### src/rtl/mem_arb_defs.sv
// Shared definitions for the unified-memory port arbiter: FSM states, owner IDs, defaults.
package mem_arb_defs;

    typedef enum logic [1:0] {
        IDLE   = 2'd0,
        ACCESS = 2'd1,
        RESP   = 2'd2
    } state_t;

    typedef enum logic {
        OWN_FETCH = 1'b0,
        OWN_DATA  = 1'b1
    } owner_t;

    localparam int unsigned MEM_LATENCY_DEFAULT  = 2;
    localparam int unsigned STARVE_LIMIT_DEFAULT = 4;

endpackage

### src/rtl/mem_arb_select.sv
// Winner selection between fetch and data requests, with a saturating
// starvation counter that forces a fetch grant after STARVE_LIMIT data grants.
module mem_arb_select
    import mem_arb_defs::*;
#(
    parameter int unsigned STARVE_LIMIT = STARVE_LIMIT_DEFAULT
) (
    input  logic   clk,
    input  logic   reset,
    input  logic   i_req,
    input  logic   d_req,
    input  logic   grant_en,
    output owner_t winner,
    output logic   grant
);

    localparam int unsigned SW = $clog2(STARVE_LIMIT + 1);

    logic [SW-1:0] starve_cnt;
    logic          starved;

    assign starved = (starve_cnt == SW'(STARVE_LIMIT));
    assign grant   = grant_en && (i_req || d_req);

    always_comb begin
        winner = OWN_FETCH;
        if (d_req && !(i_req && starved)) begin
            winner = OWN_DATA;
        end
    end

    always_ff @(posedge clk) begin
        if (reset) begin
            starve_cnt <= '0;
        end else if (grant) begin
            if (winner == OWN_FETCH) begin
                starve_cnt <= '0;
            end else if (i_req && !starved) begin
                starve_cnt <= starve_cnt + 1'b1;
            end
        end
    end

endmodule

### src/rtl/mem_port_arbiter.sv
// Shares one single-ported memory between instruction fetch and data access:
// IDLE arbitrates, ACCESS holds the strobes for MEM_LATENCY cycles, RESP pulses valid.
module mem_port_arbiter
    import mem_arb_defs::*;
#(
    parameter int unsigned WORD_WIDTH   = 16,
    parameter int unsigned ADDR_WIDTH   = 16,
    parameter int unsigned MEM_LATENCY  = MEM_LATENCY_DEFAULT,
    parameter int unsigned STARVE_LIMIT = STARVE_LIMIT_DEFAULT
) (
    input  logic                  clk,
    input  logic                  reset,
    input  logic                  i_req,
    input  logic [ADDR_WIDTH-1:0] i_addr,
    output logic                  i_accept,
    output logic                  i_valid,
    output logic [WORD_WIDTH-1:0] i_rdata,
    input  logic                  d_req,
    input  logic                  d_we,
    input  logic [ADDR_WIDTH-1:0] d_addr,
    input  logic [WORD_WIDTH-1:0] d_wdata,
    output logic                  d_accept,
    output logic                  d_valid,
    output logic [WORD_WIDTH-1:0] d_rdata,
    output logic                  mem_read,
    output logic                  mem_write,
    output logic [ADDR_WIDTH-1:0] mem_addr,
    output logic [WORD_WIDTH-1:0] mem_wdata,
    input  logic [WORD_WIDTH-1:0] mem_rdata
);

    localparam int unsigned CW = (MEM_LATENCY > 1) ? $clog2(MEM_LATENCY) : 1;

    state_t        state;
    state_t        state_next;
    owner_t        owner;
    owner_t        winner;
    logic          grant;
    logic          grant_en;
    logic [CW-1:0] lat_cnt;

    // Accepts are gated by reset so nothing is taken while reset is asserted.
    assign grant_en = (state == IDLE) && !reset;
    assign i_accept = grant && (winner == OWN_FETCH);
    assign d_accept = grant && (winner == OWN_DATA);

    mem_arb_select #(
        .STARVE_LIMIT(STARVE_LIMIT)
    ) u_select (
        .clk      (clk),
        .reset    (reset),
        .i_req    (i_req),
        .d_req    (d_req),
        .grant_en (grant_en),
        .winner   (winner),
        .grant    (grant)
    );

    always_ff @(posedge clk) begin
        if (reset) begin
            state <= IDLE;
        end else begin
            state <= state_next;
        end
    end

    always_comb begin
        state_next = state;
        case (state)
            IDLE:    if (grant) state_next = ACCESS;
            ACCESS:  if (lat_cnt == '0) state_next = RESP;
            RESP:    state_next = IDLE;
            default: state_next = IDLE;
        endcase
    end

    // Strobes and valids are registered here so they change only on clock edges.
    always_ff @(posedge clk) begin
        if (reset) begin
            owner     <= OWN_FETCH;
            lat_cnt   <= '0;
            mem_read  <= 1'b0;
            mem_write <= 1'b0;
            mem_addr  <= '0;
            mem_wdata <= '0;
            i_rdata   <= '0;
            d_rdata   <= '0;
            i_valid   <= 1'b0;
            d_valid   <= 1'b0;
        end else begin
            i_valid <= 1'b0;
            d_valid <= 1'b0;
            case (state)
                IDLE: begin
                    if (grant) begin
                        owner   <= winner;
                        lat_cnt <= CW'(MEM_LATENCY - 1);
                        if (winner == OWN_FETCH) begin
                            mem_addr  <= i_addr;
                            mem_read  <= 1'b1;
                            mem_write <= 1'b0;
                        end else begin
                            mem_addr  <= d_addr;
                            mem_wdata <= d_wdata;
                            mem_read  <= !d_we;
                            mem_write <= d_we;
                        end
                    end
                end
                ACCESS: begin
                    if (lat_cnt == '0) begin
                        mem_read  <= 1'b0;
                        mem_write <= 1'b0;
                        if (owner == OWN_FETCH) begin
                            i_rdata <= mem_rdata;
                            i_valid <= 1'b1;
                        end else begin
                            if (mem_read) d_rdata <= mem_rdata;
                            d_valid <= 1'b1;
                        end
                    end else begin
                        lat_cnt <= lat_cnt - 1'b1;
                    end
                end
                default: ;
            endcase
        end
    end

endmodule

### config.mk
export PLATFORM = sky130hd
export DESIGN_NAME = mem_port_arbiter
export DESIGN_NICKNAME = d
export VERILOG_FILES = /design/src/rtl/mem_arb_defs.sv /design/src/rtl/mem_arb_select.sv /design/src/rtl/mem_port_arbiter.sv
export SDC_FILE = /design/constraint.sdc
export NUM_CORES = 1
export LEC_CHECK = 0
export ABC_AREA = 1
export CAP_MARGIN = 30
export CORE_ASPECT_RATIO = 0.8
export CORE_MARGIN = 5
export CORE_UTILIZATION = 37
export DETAILED_ROUTE_END_ITERATION = 16
export PLACE_DENSITY = 0.76
export SLEW_MARGIN = 15
export SYNTH_ARGS = -nofsm -noshare
export SYNTH_HDL_FRONTEND = slang
export SYNTH_HIERARCHICAL = 1
export SYNTH_SLANG_ARGS = --single-unit
### constraint.sdc
create_clock -name clk -period 1.5 [get_ports clk]
set_input_delay 0.15 -clock clk [delete_from_list [all_inputs] [get_ports clk]]
set_output_delay 0.15 -clock clk [all_outputs]
set_load 0.02 [all_outputs]
# Word level (Yosys, flattened, before mapping)

Index checks and enable logic that the tools add are counted.

Add/subtract/negate cells: 2
Eq/ne operators: 5
Muxes and demuxes: 19
Bitwise logic cells: 4
Reductions and logical operators: 23

Operators with widths:

| operator            | number |
|---|---|
| $mux 16             | 1 |
| $mux 1              | 10 |
| $reduce_and 3->1    | 3 |
| $reduce_and 2->1    | 4 |
| $logic_and 1x1->1   | 7 |
| $mux 3              | 2 |
| $ne 2x2->1 const B  | 3 |
| $pmux 1 s2          | 3 |
| $logic_not 1->1     | 4 |
| $mux 2              | 2 |
| $not 1->1           | 4 |
| $pmux 2 s2          | 1 |
| $reduce_and 4->1    | 1 |
| $add 3x1->3 const B | 1 |
| $eq 3x3->1 const B  | 1 |
| $reduce_or 3->1     | 1 |
| $eq 2x1->1 const B  | 1 |
| $logic_not 2->1     | 1 |
| $reduce_bool 2->1   | 1 |
| $logic_or 1x1->1    | 1 |
| $sub 1x1->1 const B | 1 |

Register bits: 75
Input port bits: 69
Output and inout bits: 70
Word-level logic and storage cells: 65

# Longest topological paths before layout

Gate-level depths: netlist of the first run.

Word-level depth: 8
Mapped depth: 12
Depth with buffers taken out: 10

# By module

The synthesis of the first run kept the hierarchy.

Modules (own cells, without submodules):

| module           | instances | cells each | area an instance (um^2) | sequential area each (um^2) |
|---|---|---|---|---|
| mem_port_arbiter | 1         | 404        | 2877.8                  | 1441.4 |
| mem_arb_select   | 1         | 28         | 182.7                   | 60.1 |

# Worst setup path after synthesis of the first run

No wires, ideal clock.

Path type: flip-flop to flip-flop
From: register u_select.starve_cnt[0]
To: register mem_wdata[10]
Library setup time: 70 ps
Data arrival time: 1515 ps
Data required time: 1430 ps
Path slack: -86 ps
Cell stages (with the launch flop): 12
Buffers on the path: 2
Period minus slack after synthesis: 1586 ps
Cells stage by stage: dfxtp_1 > inv_1 > ha_1 > nand3_1 > nand2_1 > inv_1 > clkbuf_2 > nand2_1 > inv_2 > buf_2 > nand3_1 > a21oi_1

Word-level cells in the longest chain between the ends: 6

RTL lines:

| item                              | line                    | text |
|---|---|---|
| from (decl)                       | mem_arb_select.sv:19    | `logic [SW-1:0] starve_cnt;` |
| from (signal assigned)            | mem_arb_select.sv:39    | `starve_cnt <= starve_cnt + 1'b1;` |
| $eq 3x3->1                        | mem_arb_select.sv:22    | `assign starved = (starve_cnt == SW'(STARVE_LIMIT));` |
| $logic_and 1x1->1                 | mem_arb_select.sv:27    | `if (d_req && !(i_req && starved)) begin` |
| $logic_not 1->1                   | mem_arb_select.sv:27    |  |
| $logic_and 1x1->1                 | mem_arb_select.sv:27    |  |
| $mux 1                            | mem_arb_select.sv:27    |  |
| named net winner                  | mem_port_arbiter.sv:37  | `owner_t winner;` |
| $reduce_and 3->1 (no source line) | -                       |  |
| to (signal assigned)              | mem_port_arbiter.sv:104 | `mem_wdata <= d_wdata;` |
| to (decl)                         | mem_port_arbiter.sv:28  | `output logic [WORD_WIDTH-1:0] mem_wdata,` |

The timed path passes the listed nets, and every way through them passes these cells.
A chain may end at the register's enable or synchronous reset.

# Final worst setup path of the first run

From: register u_select.starve_cnt[0]
To: output d_accept

Word-level cells in the longest chain between the ends: 6

RTL lines:

| item              | line                   | text |
|---|---|---|
| $eq 3x3->1        | mem_arb_select.sv:22   |  |
| $logic_and 1x1->1 | mem_arb_select.sv:27   |  |
| $logic_not 1->1   | mem_arb_select.sv:27   |  |
| $logic_and 1x1->1 | mem_arb_select.sv:27   |  |
| $mux 1            | mem_arb_select.sv:27   |  |
| named net winner  | mem_port_arbiter.sv:37 |  |
| $logic_and 1x1->1 | mem_port_arbiter.sv:45 | `assign d_accept = grant && (winner == OWN_DATA);` |
| to (decl)         | mem_port_arbiter.sv:22 | `output logic d_accept,` |

The timed path passes the listed nets, and every way through them passes these cells.

==> reports/metrics.csv, run 1 <==
metric,value,unit
track_usage,17.0,%
io_buffers,138,
fmax,662,MHz
final_nets,655,
pin_count,139,
synth_ff_type,dfxtp_1,
htree_levels,3,
violations,negative setup slack,
wl_per_cell,12.9,um
fp.dieH,91.3,um
finalHoldViolations,0,
grt_max_degree,42,
hpwl,6500,um
grt_pass1_wl,14300,um
ant_nets,0,
yosysWarnings,6,
total_power,4.93,mW
critical_path_class,flop to output pin,
vias,3177,
synth_edf_count,0,
fin_area,0.00502,sq mm
endpoint,d_accept,
async_flop_share,0,%
clock_sinks,75,
syn_avg_cell_area,7.08,sq um
seq_area,0.00151,sq mm
slew_violations,0,
cts_tree,yes,
cp-startpoint,u_select/starve_cnt[0]$_SDFFE_PP0P_,
cts_root_buffer,clkbuf_8,
synth_fp_nets,503,
fin_worst_skew,0.00934,ns
antenna_cells,0,
core-area,0.00798,sq mm
regToRegEndpoint,mem_wdata[11]$_SDFFE_PP0P_,
end_kind,output pin,
yosysSeqAreaShare,49.1,%
die-area,0.0102,sq mm
fin_crit_sh,101,%
first_pass_iters,4,
synthMuxAreaShare,0,%
drc,0,
maxSlewHeadroom,71.7,%
synth_xor_area_share,0.286,%
final_common_cell,clkdlybuf4s50_1,
synth_top_family_by_area,simple AND/OR/NAND/NOR gates,
synth_compound_area_share,11.6,%
core.rowCount,29,
synthCells,432,
crit_path_start_kind,flop,
wl,8980,um
holdWs,0.392,ns
dpl_cell_area,0.00462,sq mm
clk_pin_slew,0.08,ns
status,"finished, violations left",
cts_buffers,9,
yosys.area_share.simple,28.1,%
drive_gt1_share,12.4,%
grt_setup_unrepaired,yes,
leakagePower,2.42,nW
netlist_area,0.00306,sq mm
critical_path_peak_fanout,3,
power-per-cell-area,983,mW/mm^2
peakVddDrop,0.000634,V
antenna_found_initial,0,
die_x,112,um
fillCellCount,719,
finalSetupViolations,1,
cp_data_required_time,1.35,ns
maxCapViolations,0,
multi_input_area,0.00132,sq mm
grt_pass1_vias,3086,
synth-seq-cells,75,
arrival,1.36,ns
start_util,38.3,%
ys_types,25,
clock_path_buffers,2,
tightestPinTransition,0.425,ns
finalSetupTns,-0.0117,ns
hold_class,input port to flop,
setup_slack,-0.0117,ns
final_cell_mix,"clkdlybuf4s50_1, nand2_1, nor2_1, dfxtp_1",
post-place-ws,-0.394,ns
insertion_delay,0.34,ns
period_minus_slack,1.51,ns
synthAdderAreaFrac,0.818,%
r2r-start,u_select/starve_cnt[0]$_SDFFE_PP0P_,
grt.overflow.total,0,
reg2reg_slack,0.05,ns
syn_to_final_growth,64.0,%
finalWeightedCongestion,0.755,
drtIter0Drc,92,
vias_per_cell,4.56,
reg2reg_depth,11,
[synthesized netlist by cell type, types with 2 or more instances]
library cell,number,area [sq um]
inv_2,3,11.3
nand2_2,3,18.8
nor2_1,73,274
a21oi_1,37,185
buf_2,7,35.0
clkbuf_1,9,33.8
nand2_1,111,417
nand3_1,22,110
ha_1,2,25.0
nor2_2,2,12.5
inv_1,41,154
buf_4,2,15.0
dfxtp_1,75,1500
buf_6,2,22.5
o21ai_0,33,165
[critical path: stages, from the launching register on]
cell and delay, ns:
dfxtp_2 0.33, inv_1 0.06, ha_4 0.16, nand3_2 0.07, nand2_2 0.07, inv_4 0.09, nand2_4 0.05, inv_4 0.08
buf_6 0.12
[stage by stage]
| step | utilization, % | instances |
|---|---|---|
| 3_5_place_dp | 57.8 | 673 |
| 5_1_grt | 62.9 | 697 |
| 4_1_cts | 61.3 | 694 |
| 6_report | 62.9 | 697 |
| 3_3_place_gp | 57.8 | 673 |
| 2_1_floorplan | - | 432 |
[power breakdown]
| group | switching (mW) | leakage (nW) | internal [mW] | total, mW |
|---|---|---|---|---|
| registers | 0.0723 | 0.612 | 2.12 | 2.19 |
| clock network | 0.741 | 0.0987 | 0.813 | 1.55 |
| logic | 0.610 | 1.71 | 0.574 | 1.18 |
[worst min path at each step]
stage	from	end	slack, ns	depth (start not counted)
3_5_place_dp	mem_addr[13]$_SDFFE_PP0P_	mem_addr[13]$_SDFFE_PP0P_	0.45	2
2_1_floorplan	mem_rdata[0]	i_rdata[0]$_SDFFE_PP0P_	0.31	2
4_1_cts	d_wdata[10]	mem_wdata[10]$_SDFFE_PP0P_	0.37	3
5_1_grt	d_wdata[6]	mem_wdata[6]$_SDFFE_PP0P_	0.39	3
6_report	d_wdata[5]	mem_wdata[5]$_SDFFE_PP0P_	0.39	3
3_3_place_gp	mem_wdata[14]$_SDFFE_PP0P_	mem_wdata[14]$_SDFFE_PP0P_	0.45	2
[cell families (layout without fill, tap and decap cells)]
group,count (synthesis),after routing
fa+ha+maj,2,2
buf+inv,69,226
flops,75,75
simple gates,214,214
compound gates,71,71
xor+xnor,1,1
[state kept, by name, indices dropped and copies added, names as in the netlist]
signal,flops
d_valid,1
mem_addr,16
d_rdata,16
u_select/starve_cnt,3
owner,1
i_rdata,16
mem_write,1
mem_wdata,16
lat_cnt,1
mem_read,1
state,2
i_valid,1
[final cells by class]
cell class / instances / area share, %
timing repair buffer: 163 / 33.2
sequential: 75 / 30.0
tap: 108 / 2.69
clock buffer: 10 / 2.74
timing repair inverter: 1 / 0.0997
clock inverter: 6 / 1.27
multi-input combinational: 288 / 26.3
inverter: 46 / 3.74
[metal layers]
metal / share of wire (%) / GRT usage [%] / vias to the layer above
li1: - / - / 1642
met1: 44 / 20.6 / 1422
met2: 47 / 27.6 / 100
met3: 7.6 / 6.45 / 13
met4: 1.6 / 6.08 / 0
met5: 0 / 0 / -
[timing repair]
action	in CTS	in global routing
endpoints found under the hold margin	0	0
endpoints found under the setup margin	39	59
buffers inserted	5	2
pin swaps	7	5
gates cloned	0	1
hold buffers	0	0
gates resized for setup	31	33
No activity file was read; power rests on OpenSTA's default activity.
==> run 2, diff against run 1 <==
Settings changed: SKIP_CTS_REPAIR_TIMING set to 1.
==> reports/metrics.csv, run 2 (synthesized netlist as in run 1, its figures left out) <==
metric,value,unit,change
grt.overflow.total,0,,unchanged
htree_levels,3,,unchanged
power_frac_clock,31.6,%,was 31.5%
core.rowCount,29,,unchanged
crit_path_start_kind,flop,,unchanged
clk_pin_slew,0.08,ns,about the same
pin_count,139,,unchanged
sw_frac_of_total,28.7,%,was 28.9%
comb_power_share,23.7,%,was 24.0%
cts_buffers,9,,unchanged
die_x,112,um,unchanged
final_cells,693,,was 697
hold_depth,3,,unchanged
finalHoldViolations,0,,unchanged
cts_root_buffer,clkbuf_8,,unchanged
drive_gt1_share,11.8,%,was 12.4%
holdWs,0.390,ns,was 0.392 ns
p_int,3.50,mW,was 3.51 mW
hpwl,6500,um,unchanged
die-area,0.0102,sq mm,unchanged
finalWeightedCongestion,0.755,,unchanged
fin_crit_sh,101,%,about the same
slew_violations,0,,unchanged
clock_sinks,75,,unchanged
grt_pass1_vias,3024,,"was 3,086"
power-per-cell-area,984,mW/mm^2,was 983 mW/mm^2
fmax,657,MHz,was 662 MHz
final_cell_mix,"clkdlybuf4s50_1, nand2_1, nor2_1, dfxtp_1",,unchanged
multi_input_area,0.00130,sq mm,was 0.00132 sq mm
fillCellCount,719,,unchanged
end_kind,output pin,,unchanged
critical_path_peak_fanout,3,,unchanged
wl_per_cell,12.8,um,was 12.9 um
insertion_delay,0.34,ns,about the same
power.switching,1.41,mW,was 1.42 mW
grt_max_degree,42,,unchanged
wl,8860,um,was 8980 um
dpl_cell_area,0.00462,sq mm,unchanged
hold_class,input port to flop,,unchanged
drc,0,,unchanged
seq_area,0.00151,sq mm,unchanged
syn_to_final_growth,62.9,%,was 64.0%
start_util,38.3,%,unchanged
io_buffers,138,,unchanged
leakagePower,2.42,nW,about the same
fin_worst_skew,0.00858,ns,was 0.00934 ns
finalSetupViolations,2,,was 1
period_minus_slack,1.52,ns,was 1.51 ns
antenna_found_initial,0,,unchanged
grt_setup_unrepaired,yes,,unchanged
ant_nets,0,,unchanged
track_usage,16.9,%,was 17.0%
final_common_cell,clkdlybuf4s50_1,,unchanged
peakVddDrop,0.000635,V,was 0.000634 V
core-area,0.00798,sq mm,unchanged
fin_area,0.00498,sq mm,was 0.00502 sq mm
vias,3155,,"was 3,177"
drtIter0Drc,99,,was 92
post-place-ws,-0.394,ns,unchanged
status,"finished, violations left",,unchanged
total_power,4.91,mW,was 4.93 mW
violations,negative setup slack,,unchanged
cp_data_required_time,1.35,ns,about the same
arrival,1.37,ns,was 1.36 ns
seq_power_share,44.7,%,was 44.5%
dp_cells,673,,unchanged
reg2reg_depth,11,,unchanged
final_nets,651,,was 655
first_pass_iters,4,,unchanged
antenna_cells,0,,unchanged
tightestPinTransition,0.433,ns,was 0.425 ns
grt_pass1_wl,14200,um,"was 14,300 um"
cts_tree,yes,,unchanged
fp.dieH,91.3,um,unchanged
maxSlewHeadroom,71.1,%,was 71.7%
clock_path_buffers,2,,unchanged
maxCapViolations,0,,unchanged
critical_path_class,flop to output pin,,unchanged
vias_per_cell,4.55,,was 4.56
setup_slack,-0.0222,ns,was -0.0117 ns
[run 2: worst paths after layout]
check,startpoint,endpoint,slack [ns]
max,state[1]$_SDFFE_PP0P_,i_accept,-0.02
min,d_wdata[5],mem_wdata[5]$_SDFFE_PP0P_,0.39
max reg2reg,u_select/starve_cnt[1]$_SDFFE_PP0P_,mem_wdata[11]$_SDFFE_PP0P_,0.04
min reg2reg,mem_addr[15]$_SDFFE_PP0P_,mem_addr[15]$_SDFFE_PP0P_,0.46
[run 2: through the flow]
stage | TNS [ns] | utilization, %
floorplan | 0 | -
finish | -0.0415 | 62.4
global placement | -10.16 | 57.8
detailed placement | -12.78 | 57.8
CTS | -4.65 | 60.3
global route | -1.26 | 62.4
[run 2: cell type report]
cell class / count / area share [%]
repair buffers: 160 / 33.1
flip-flops and latches: 75 / 30.2
multi-input cells: 288 / 26.2
inverters: 46 / 3.77
clock buffers: 10 / 2.76
well taps: 108 / 2.71
clock inverters: 6 / 1.28
[run 2: power by group through the flow]
stage	Sequential, mW	Combinational [mW]	Clock [mW]
after CTS	2.19	1.12	1.60
after floorplan	2.37	0.425	0
after detailed placement	2.24	1.12	0
final	2.19	1.16	1.55
after global routing	2.21	1.27	1.68
after global placement	2.23	1.10	0
[run 2: metal layers]
layer | vias up | wire, um | track usage [%] | share of wire, %
li1 | 1631 | - | - | -
met1 | 1411 | 3900 | 20.7 | 44
met2 | 103 | 4170 | 27.4 | 47
met3 | 10 | 682 | 6.31 | 7.7
met4 | 0 | 110 | 5.88 | 1.2
met5 | - | 0 | 0 | 0
[run 2: worst max-delay path: stages, from the launching register on]
cell and delay [ns]:
dfxtp_2 0.33, inv_2 0.05, nand2_2 0.06, nor2_4 0.12
nand2_2 0.09, nand2_4 0.11, inv_2 0.04, nor2_2 0.10
buf_6 0.12
==> run 3, diff against run 2 <==
Settings changed: CORE_UTILIZATION 37 to 38, HOLD_SLACK_MARGIN set to 0.15, PLACE_DENSITY 0.76 to 0.74, TNS_END_PERCENT set to 1.
Clock period 1.5 ns to 1.66 ns, I/O delays scaled along.
==> reports/metrics.csv, run 3 (synthesized netlist as in run 1, its figures left out) <==
metric,value,unit,change
end_kind,output pin,,unchanged
reg2reg_slack,0.08,ns,was 0.04 ns
fin_crit_sh,97.5,%,
hpwl,6720,um,was 6500 um
fin_worst_skew,0.00634,ns,was 0.00858 ns
grt.overflow.total,0,,unchanged
clk_pin_slew,0.08,ns,about the same
finalHoldViolations,0,,unchanged
grt_pass1_vias,3022,,"was 3,024"
finalSetupViolations,0,,was 2
power-per-cell-area,908,mW/mm^2,was 984 mW/mm^2
syn_to_final_growth,57.0,%,was 62.9%
insertion_delay,0.35,ns,was 0.34 ns
hold_end,mem_wdata[5]$_SDFFE_PP0P_,,unchanged
ant_nets,0,,unchanged
postLayoutCoreUtil,61.0,%,was 62.4%
grt_setup_unrepaired,yes,,unchanged
clock_sinks,75,,unchanged
io_buffers,138,,unchanged
hold_depth,3,,unchanged
core-area,0.00787,sq mm,was 0.00798 sq mm
cts_root_buffer,clkbuf_8,,unchanged
vias,3091,,"was 3,155"
peakVddDrop,0.000547,V,was 0.000635 V
grt_pass1_wl,14500,um,"was 14,200 um"
leakagePower,1.95,nW,was 2.42 nW
dp_cells,671,,was 673
cp_data_required_time,1.49,ns,was 1.35 ns
reg2reg_depth,11,,unchanged
finalWeightedCongestion,0.800,,was 0.755
path_cells,"inv_1, ha_1, nand3_1, nand2_1, inv_2, nand2_1, inv_2, buf_6",,"was inv_2, nand2_2, nor2_4, nand2_2, nand2_4, inv_2, nor2_2, buf_6"
regToRegEndpoint,mem_wdata[0]$_SDFFE_PP0P_,,was mem_wdata[11]$_SDFFE_PP0P_
final_cell_mix,"clkdlybuf4s50_1, nand2_1, dfxtp_1",,"was clkdlybuf4s50_1, nand2_1, nor2_1, dfxtp_1"
drc,0,,unchanged
min_from,d_wdata[5],,unchanged
final_cells,686,,was 693
critical_path_class,flop to output pin,,unchanged
final_nets,645,,was 651
antenna_found_initial,0,,unchanged
slew_violations,0,,unchanged
wl,8970,um,was 8860 um
total_power,4.36,mW,was 4.91 mW
slowest_stage,dfxtp_2,,unchanged
critPathMaxStageDelay,0.34,ns,was 0.33 ns
grt_max_degree,42,,unchanged
cts_buffers,9,,unchanged
first_pass_iters,4,,unchanged
die-area,0.00996,sq mm,was 0.0102 sq mm
status,"complete, no violations",,"was finished, violations left"
core.rowCount,29,,unchanged
fmax,618,MHz,
htree_levels,3,,unchanged
crit_path_start_kind,flop,,unchanged
period_minus_slack,1.62,ns,
maxCapViolations,0,,unchanged
clock_path_buffers,2,,unchanged
holdWs,0.389,ns,was 0.390 ns
die_x,110,um,was 112 um
track_usage,18.2,%,was 16.9%
start_util,38.9,%,was 38.3%
arrival,1.45,ns,was 1.37 ns
r2r-start,u_select/starve_cnt[1]$_SDFFE_PP0P_,,unchanged
vias_per_cell,4.51,,was 4.55
fp.dieH,90.3,um,was 91.3 um
tightestPinTransition,0.426,ns,was 0.433 ns
critical_path_peak_fanout,3,,unchanged
pin_count,139,,unchanged
drive_gt1_share,8.48,%,was 11.8%
wl_per_cell,13.1,um,was 12.8 um
final_common_cell,clkdlybuf4s50_1,,unchanged
cts_tree,yes,,unchanged
maxSlewHeadroom,71.6,%,was 71.1%
hold_class,input port to flop,,unchanged
antenna_cells,0,,unchanged
finalSetupTns,0,ns,was -0.0415 ns
drtIter0Drc,93,,was 99
==> run 3: changes by cell type in the layout (fill, tap and decap cells not counted), moves of 2 or more <==
cell,change
buf_4,-4
nand2_2,-3
inv_1,+3
inv_4,-2
dlymetal6s2s_1,-24
nand2_1,+5
dfxtp_1,+2
nand2_4,-2
clkdlybuf4s50_1,+24
dfxtp_2,-2
==> run 3: worst max path at each step <==
stage	start	end	cells after the start
floorplan	u_select/starve_cnt[0]$_SDFFE_PP0P_	mem_wdata[10]$_SDFFE_PP0P_	11
global placement	reset	d_accept	7
detailed placement	reset	mem_wdata[0]$_SDFFE_PP0P_	10
CTS	u_select/starve_cnt[1]$_SDFFE_PP0P_	d_accept	8
global route	u_select/starve_cnt[1]$_SDFFE_PP0P_	mem_addr[0]$_SDFFE_PP0P_	10
finish	u_select/starve_cnt[1]$_SDFFE_PP0P_	d_accept	8
==> run 3: layout make-up <==
cell class,instances,area (sq um)
fillers,735,3070
repair buffers,154,1530
flip-flops and latches,75,1500
multi-input cells,288,1270
inverters,46,179
well taps,108,135
clock buffers,9,124
clock inverters,6,66.3
==> run 3: power breakdown <==
group / total (mW) / switching, mW / internal, mW
clock network: 1.38 / 0.692 / 0.687
logic: 1.00 / 0.520 / 0.482
registers: 1.98 / 0.0625 / 1.92
total: 4.36 / 1.28 / 3.09
==> run 3: per-layer routing <==
| layer | GRT usage, % | wire length, um | part of all wire [%] | up-vias |
|---|---|---|---|---|
| li1 | - | - | - | 1618 |
| met1 | 24.3 | 4200 | 47 | 1380 |
| met2 | 28.3 | 4110 | 46 | 83 |
| met3 | 5.08 | 552 | 6.2 | 10 |
| met4 | 5.95 | 104 | 1.2 | 0 |
| met5 | 0 | 0 | 0 | - |
==> run 3: worst max-delay path: cells and delay by family, from the launching register on <==
| family | cells | cell delay (ns) |
|---|---|---|
| adder cells (fa/ha/maj) | 1 | 0.18 |
| flip-flops | 1 | 0.34 |
| AND/OR/NAND/NOR | 3 | 0.26 |
| buffers and inverters | 4 | 0.33 |
==> run 3: metrics by stage <==
| step | cell area, sq um | setup slack, ns |
|---|---|---|
| finish | 4800 | 0.0421 |
| global placement | 4590 | -0.274 |
| global route | 4800 | -0.0662 |
| floorplan | 3060 | 0.0743 |
| CTS | 4780 | -0.510 |
| detailed placement | 4590 | -0.300 |
